File: src/rtl/tri_bus_arb_pkg.sv
// Shared types and constant helpers for the tristate bus arbiter.
// Latency: none (types and elaboration-time functions only).
// Backpressure: not applicable.
package tri_bus_arb_pkg;

    typedef enum logic [1:0] {
        IDLE  = 2'd0,
        GRANT = 2'd1,
        TURN  = 2'd2
    } arb_state_t;

    // Ceiling log2, evaluated at elaboration time.
    function automatic int clog2(input int v);
        int r;
        for (r = 0; (1 << r) < v; r++) begin
        end
        return r;
    endfunction

    // Turnaround counter width; holds values 0..ta-1, never narrower than 1 bit.
    function automatic int ta_cnt_w(input int ta);
        return (clog2(ta) < 1) ? 1 : clog2(ta);
    endfunction

endpackage

File: src/rtl/rr_pick.sv
// Round-robin winner select: first set request at or above ptr, wrapping.
// Latency: combinational.
// Backpressure: none; vld is simply |req.
//
// Ports:
//   req  - request vector
//   ptr  - highest-priority index this round
//   vld  - some request is set
//   win  - winning index (only meaningful when vld=1)
module rr_pick
    import tri_bus_arb_pkg::*;
#(
    parameter int NREQ = 4
) (
    input  logic [NREQ-1:0]        req,
    input  logic [clog2(NREQ)-1:0] ptr,
    output logic                   vld,
    output logic [clog2(NREQ)-1:0] win
);

    localparam int IW = clog2(NREQ);

    logic [NREQ-1:0] rot;
    logic [IW-1:0]   k;
    logic [IW:0]     sum;

    always_comb begin
        // Rotate so that bit ptr lands at position 0.
        rot = NREQ'({req, req} >> ptr);
        // Lowest set bit of the rotated vector wins.
        k = '0;
        for (int i = NREQ - 1; i >= 0; i--) begin
            if (rot[i]) begin
                k = IW'(i);
            end
        end
        // Undo the rotation, modulo NREQ (which need not be a power of two).
        sum = {1'b0, k} + {1'b0, ptr};
        if (sum >= (IW + 1)'(NREQ)) begin
            sum = sum - (IW + 1)'(NREQ);
        end
        vld = |req;
        win = sum[IW-1:0];
    end

endmodule

File: src/rtl/tri_bus_arbiter.sv
// Round-robin owner sequencer for a shared tristate bus with all-released turnaround gaps.
// Latency: request to grant 1 cycle from idle; owner release to next grant TA_CYCLES+1 cycles.
// Backpressure: level requests are held off until the bus is idle or the last turnaround cycle.
//
// Ports:
//   clk, rst_n - clock, asynchronous active-low reset (drops all drive enables at once)
//   req        - per-requester level request
//   gnt, oe    - registered one-hot-or-zero grant / driver enable (identical)
//   owner      - index of current owner, holds last value while idle
//   bus_busy   - any grant bit set
//   ta_active  - turnaround cycle, no driver enabled
//   preempt    - one-cycle pulse when the hold limit ends a grant
//
// Build option: define TRI_BUS_ARB_HOLD_LIMIT_EN to cap a grant at HOLD_MAX
// consecutive cycles; otherwise a grant lasts as long as its request.
module tri_bus_arbiter
    import tri_bus_arb_pkg::*;
#(
    parameter int NREQ      = 4,
    parameter int TA_CYCLES = 1,
    parameter int HOLD_MAX  = 16
) (
    input  logic                   clk,
    input  logic                   rst_n,
    input  logic [NREQ-1:0]        req,
    output logic [NREQ-1:0]        gnt,
    output logic [NREQ-1:0]        oe,
    output logic [clog2(NREQ)-1:0] owner,
    output logic                   bus_busy,
    output logic                   ta_active,
    output logic                   preempt
);

    localparam int IW = clog2(NREQ);
    localparam int TW = ta_cnt_w(TA_CYCLES);

    if (NREQ < 2 || NREQ > 16 || TA_CYCLES < 1 || HOLD_MAX < 1) begin : g_bad_param
        $error("tri_bus_arbiter: parameter out of range");
    end

    arb_state_t    state;
    logic [IW-1:0] ptr;
    logic [TW-1:0] ta_cnt;

    logic          pick_vld;
    logic [IW-1:0] pick_win;
    logic          hold_hit;
    logic          arb_point;
    logic          grant_now;
    logic          release_now;

    rr_pick #(
        .NREQ(NREQ)
    ) u_pick (
        .req(req),
        .ptr(ptr),
        .vld(pick_vld),
        .win(pick_win)
    );

    // Requests are only looked at while idle or on the final turnaround cycle.
    assign arb_point   = (state == IDLE) || ((state == TURN) && (ta_cnt == '0));
    assign grant_now   = arb_point && pick_vld;
    assign release_now = (state == GRANT) && (!req[owner] || hold_hit);

    always_ff @(posedge clk or negedge rst_n) begin
        if (!rst_n) begin
            state     <= IDLE;
            gnt       <= '0;
            owner     <= '0;
            ptr       <= '0;
            ta_cnt    <= '0;
            ta_active <= 1'b0;
        end else if (grant_now) begin
            state     <= GRANT;
            gnt       <= NREQ'(1) << pick_win;
            owner     <= pick_win;
            ptr       <= (pick_win == IW'(NREQ - 1)) ? '0 : pick_win + IW'(1);
            ta_active <= 1'b0;
        end else if (release_now) begin
            state     <= TURN;
            gnt       <= '0;
            ta_cnt    <= TW'(TA_CYCLES - 1);
            ta_active <= 1'b1;
        end else if (state == TURN) begin
            if (ta_cnt == '0) begin
                state     <= IDLE;
                ta_active <= 1'b0;
            end else begin
                ta_cnt <= ta_cnt - TW'(1);
            end
        end
    end

`ifdef TRI_BUS_ARB_HOLD_LIMIT_EN
    localparam int HW = clog2(HOLD_MAX + 1);

    logic [HW-1:0] hold_cnt;

    assign hold_hit = (hold_cnt == HW'(HOLD_MAX));

    always_ff @(posedge clk or negedge rst_n) begin
        if (!rst_n) begin
            hold_cnt <= '0;
            preempt  <= 1'b0;
        end else begin
            // A release with the request still up can only be the hold limit.
            preempt <= release_now && req[owner];
            if (grant_now) begin
                hold_cnt <= HW'(1);
            end else if ((state == GRANT) && !hold_hit) begin
                hold_cnt <= hold_cnt + HW'(1);
            end
        end
    end
`else
    assign hold_hit = 1'b0;
    assign preempt  = 1'b0;
`endif

    assign oe       = gnt;
    assign bus_busy = |gnt;

endmodule

File: config.mk
export PLATFORM = sky130hd
export DESIGN_NAME = tri_bus_arbiter
export DESIGN_NICKNAME = d
export VERILOG_FILES = /design/src/rtl/tri_bus_arb_pkg.sv /design/src/rtl/rr_pick.sv /design/src/rtl/tri_bus_arbiter.sv
export SDC_FILE = /design/constraint.sdc
export NUM_CORES = 1
export LEC_CHECK = 0
export CAP_MARGIN = 20
export CELL_PAD_IN_SITES_DETAIL_PLACEMENT = 1
export CELL_PAD_IN_SITES_GLOBAL_PLACEMENT = 1
export CORE_MARGIN = 1
export CORE_UTILIZATION = 31
export CTS_CLUSTER_DIAMETER = 120
export DETAILED_ROUTE_END_ITERATION = 8
export GPL_TIMING_DRIVEN = 0
export MAX_ROUTING_LAYER = met4
export PLACE_DENSITY = 0.73
export SYNTH_ARGS = -nofsm -noshare
export SYNTH_HDL_FRONTEND = slang
export SYNTH_SLANG_ARGS = --single-unit
File: constraint.sdc
create_clock -name clk -period 1.95 [get_ports clk]
set_input_delay 0.4875 -clock clk [delete_from_list [all_inputs] [get_ports clk]]
set_output_delay 0.4875 -clock clk [all_outputs]
set_load 0.02 [all_outputs]
==> impl_metrics.yaml, run 1 <==
sta:
  setup_slack_ns: -0.2582
  max_clock_freq_ghz: 0.4529
  relSlewSlack_pct: 65.31
  maxSlewViolCount: 0
  hold_violations: 0
  fin_hold_ws_ns: 0.5344
  skew_ns: 0.004594
  rsz0062_at_grt: "true"
  worst_slew_pin_slew_ns: 0.5188
  finalCritPeriodShare_pct: 113.2
  period_needed_ns: 2.208
  finalSetupViolCount: 6
clocking:
  cts_max_path_buffers: 2
  clock-sinks: 10
  htree_levels: 1
  numCtsBuffers: 3
  cts_tree: "yes"
  path_clk_slew_ns: 0.09
  root_buffer: "clkbuf_4"
  clkLatencyLatePin_ns: 0.29
yosys:
  ys_async_sr_fraction_pct: 100.0
  synth_fp_nets: 90
  synth_top_area_share_pct: 33.78
  synth_area_leaders: "dfrtp_1 (34%), nand2_1 (6.6%), buf_4 (6.1%), buf_6 (4.6%), mux4_1 (3.5%)"
  synthCells: 82
  synth_cell_types: 36
  ys.flop_type: "dfrtp_1"
  synth_area_um2: 740.7
  ys_warn_count: 0
  ys_ff_latch: 10
  yosys.area.top_type: "dfrtp_1"
  syn_avg_cell_area_um2: 9.033
  ys_seq_area_share_pct: 33.78
  synth_edf_count: 0
detailed_routing:
  vias_per_cell: 5.421
  dr.pass1.iters: 4
  drtIter0Drc: 9
  antenna_left: 0
  num_vias: 759
  wl_per_cell_um: 17.90
  drt-total-wl_mm: 2.506
  drc_errors: 0
floorplan:
  start_util_pct: 33.17
  coreArea_um2: 2233
  row_count: 17
  ios: 19
  die_w_um: 50.88
  die_y_um: 50.88
  dieArea_um2: 2589
cells_and_area:
  nNetsFinal: 121
  diodes: 0
  synthToLayoutAreaGrowth_pct: 59.29
  drive_gt1_share_pct: 47.32
placed_design:
  dp_hpwl_mm: 1.429
  gp_congestion: 0.7382
  numPortBuffers: 15
  place_ws_ns: -0.8889
worst_setup_path:
  worstPathCellList: "buf_6, buf_4, o2bb2ai_2, o21a_1, ha_4, xnor2_4, nor3_4, or2_4, ha_4, nand2_2, nand2_2"
  r2r_end: "ptr[1]"
  crit_path_start_kind: "register"
  reg2reg_slack_ns: -0.26
  cpPeakStageDelay_ns: 0.42
  slowest_stage: "dfrtp_1"
  r2r_start: "ptr[1]"
  cp.required_ns: 2.18
  endpoint_kind: "register"
  arrival_ns: 2.44
  path_class: "reg -> reg"
  crit_fanout: 5
  rr_worst_depth: 11
grt:
  antenna_found_initial: 0
  grt_usage_pct: 20.84
  grt_pass1_vias: 786
  grt_pass1_wl_mm: 3.801
  grt_start_max_net_pins: 11
  grt_overflow: 0
pwr:
  p_clk_share_pct: 9.7
  p_sw_mw: 0.9543
  p_per_area_nw_per_um2: 1871
  seqPwrFrac_pct: 18.4
  p_sw_share_pct: 43.23
  combPwrFrac_pct: 71.9
  irDropWorstVdd_uv: 1007
  leakagePower_nw: 0.5176
  internal-power_mw: 1.253
run_status:
  violations: "setup timing"
  status: "finished, violations left"
flow_run:
  max_cap_violations: 0
min_path:
  hold_class: "in -> async"
-- final cells by class --
cell class | count | area [um2]
fill | 252 | 1054
multi-input combinational | 61 | 543.0
sequential | 10 | 250.2
timing repair buffer | 26 | 225.2
buffer | 9 | 82.58
clock buffer | 4 | 36.28
tap | 28 | 35.03
inverter | 2 | 7.507
-- power by group through the flow --
stage | registers [mW] | logic, mW | clock network [mW]
after CTS | 0.397 | 1.21 | 0.205
after global placement | 0.395 | 1.03 | 0
after global routing | 0.422 | 1.70 | 0.223
final | 0.406 | 1.59 | 0.214
after detailed placement | 0.401 | 1.06 | 0
after floorplan | 0.445 | 0.679 | 0
-- repair_timing --
item	in CTS	in global routing
pin swaps	4	11
buffers inserted	4	7
hold buffers	0	0
endpoints found under the setup margin	8	7
resized for setup	23	12
-- metrics by stage --
stage                     utilization (%)  setup TNS, ns  power, mW  std cells  cell area (um2)
final                               52.83         -1.134      2.207        140             1180
after global routing                52.83         -1.696      2.348        140             1180
after CTS                           47.79        -0.3792      1.807        133             1067
after detailed placement            43.47         -5.451      1.457        125            970.9
after global placement              43.47         -5.078      1.423        125            970.9
after floorplan                         -        -0.7768      1.124         82            785.8
-- synth_stat cells, types with 2 or more instances --
library cell,count
ha_1,2
buf_4,6
or4_1,2
nor3_1,3
o31ai_1,3
inv_1,2
nand3_1,5
buf_6,3
o21ai_0,2
o21a_1,2
a21oi_1,3
dfrtp_1,10
nor2_1,3
nand2_1,13
or2_2,2
-- flip-flops by register name, summed over array words and instances, names as in the netlist --
name / count
gnt: 4
ptr: 2
owner: 2
ta_active: 1
state: 1
-- worst max-delay path by stage --
stage,depth (start not counted),startpoint,end,slack (ns)
6_report,11,ptr[1],ptr[1],-0.26
5_1_grt,11,ptr[1],ptr[0],-0.33
4_1_cts,9,ptr[1],gnt[2],-0.12
3_5_place_dp,12,req[3],ptr[1],-0.89
3_3_place_gp,12,req[3],ptr[1],-0.86
2_1_floorplan,9,req[2],gnt[2],-0.23
-- cells in the final DEF, fill, tap and decap left out, types with 2 or more instances in the layout --
cell | Yosys | routed
ha_4 | 0 | 2
inv_1 | 2 | 2
o21a_1 | 2 | 2
clkbuf_4 | 0 | 3
nor2_1 | 3 | 2
buf_4 | 6 | 14
clkdlybuf4s50_1 | 0 | 12
dfrtp_1 | 10 | 10
nand3_1 | 5 | 4
buf_6 | 3 | 6
nor3_1 | 3 | 2
o21ai_0 | 2 | 2
nand2_1 | 13 | 8
buf_2 | 0 | 3
nand2_2 | 0 | 4
a21oi_2 | 0 | 2
-- cell families (layout without fill, tap and decap cells) --
family                   after synthesis  after routing  share of synthesized area [%]
AND/OR/NAND/NOR                       37             37                          25.85
AO/OA/AOI/OAI                         17             17                          16.89
buffers and inverters                 11             41                          11.66
flip-flops                            10             10                          33.78
adder cells (fa/ha/maj)                2              2                          3.378
XOR/XNOR                               2              2                          2.365
multiplexers                           2              2                          5.574
other                                  1              1                         0.5063
-- routing by layer --
layer  share of wire (%)  GRT usage, %  routed length (um)  vias to the layer above
met5                   0             -                   0                        -
met4                 2.7         8.796                  67                        0
met3                 2.7         3.571                  67                        9
met2                  52         35.11                1308                       23
met1                  42         24.49                1062                      378
li1                    -             -                   -                      349
-- worst max-delay path, delay by kind of cell, from the launching register on --
kind | cells | cell delay [ns]
buffers and inverters | 2 | 0.28
adders and majority gates | 2 | 0.45
DFF | 1 | 0.42
xor gates and xnor gates | 1 | 0.22
and+or+nand+nor | 4 | 0.46
AOI/OAI and AO/OA | 2 | 0.31
Note: power is estimated with default switching activity, not from simulation.
==> inputs of run 2 (changes only) <==
--- a/config.mk
+++ b/config.mk
@@ -13,6 +13,7 @@
 export CTS_CLUSTER_DIAMETER = 120
 export DETAILED_ROUTE_END_ITERATION = 8
 export GPL_TIMING_DRIVEN = 0
+export HOLD_SLACK_MARGIN = 0.08
 export MAX_ROUTING_LAYER = met4
 export PLACE_DENSITY = 0.73
 export SYNTH_ARGS = -nofsm -noshare
==> results of run 2 <==
Same layout as run 1: the final DEF is identical, and so are final timing and power.
==> inputs of run 3 (changes only) <==
--- a/config.mk
+++ b/config.mk
@@ -19,3 +19,4 @@
 export SYNTH_ARGS = -nofsm -noshare
 export SYNTH_HDL_FRONTEND = slang
 export SYNTH_SLANG_ARGS = --single-unit
+export TNS_END_PERCENT = 100
==> results of run 3 <==
Same layout as run 1: the final DEF is identical, and so are final timing and power.
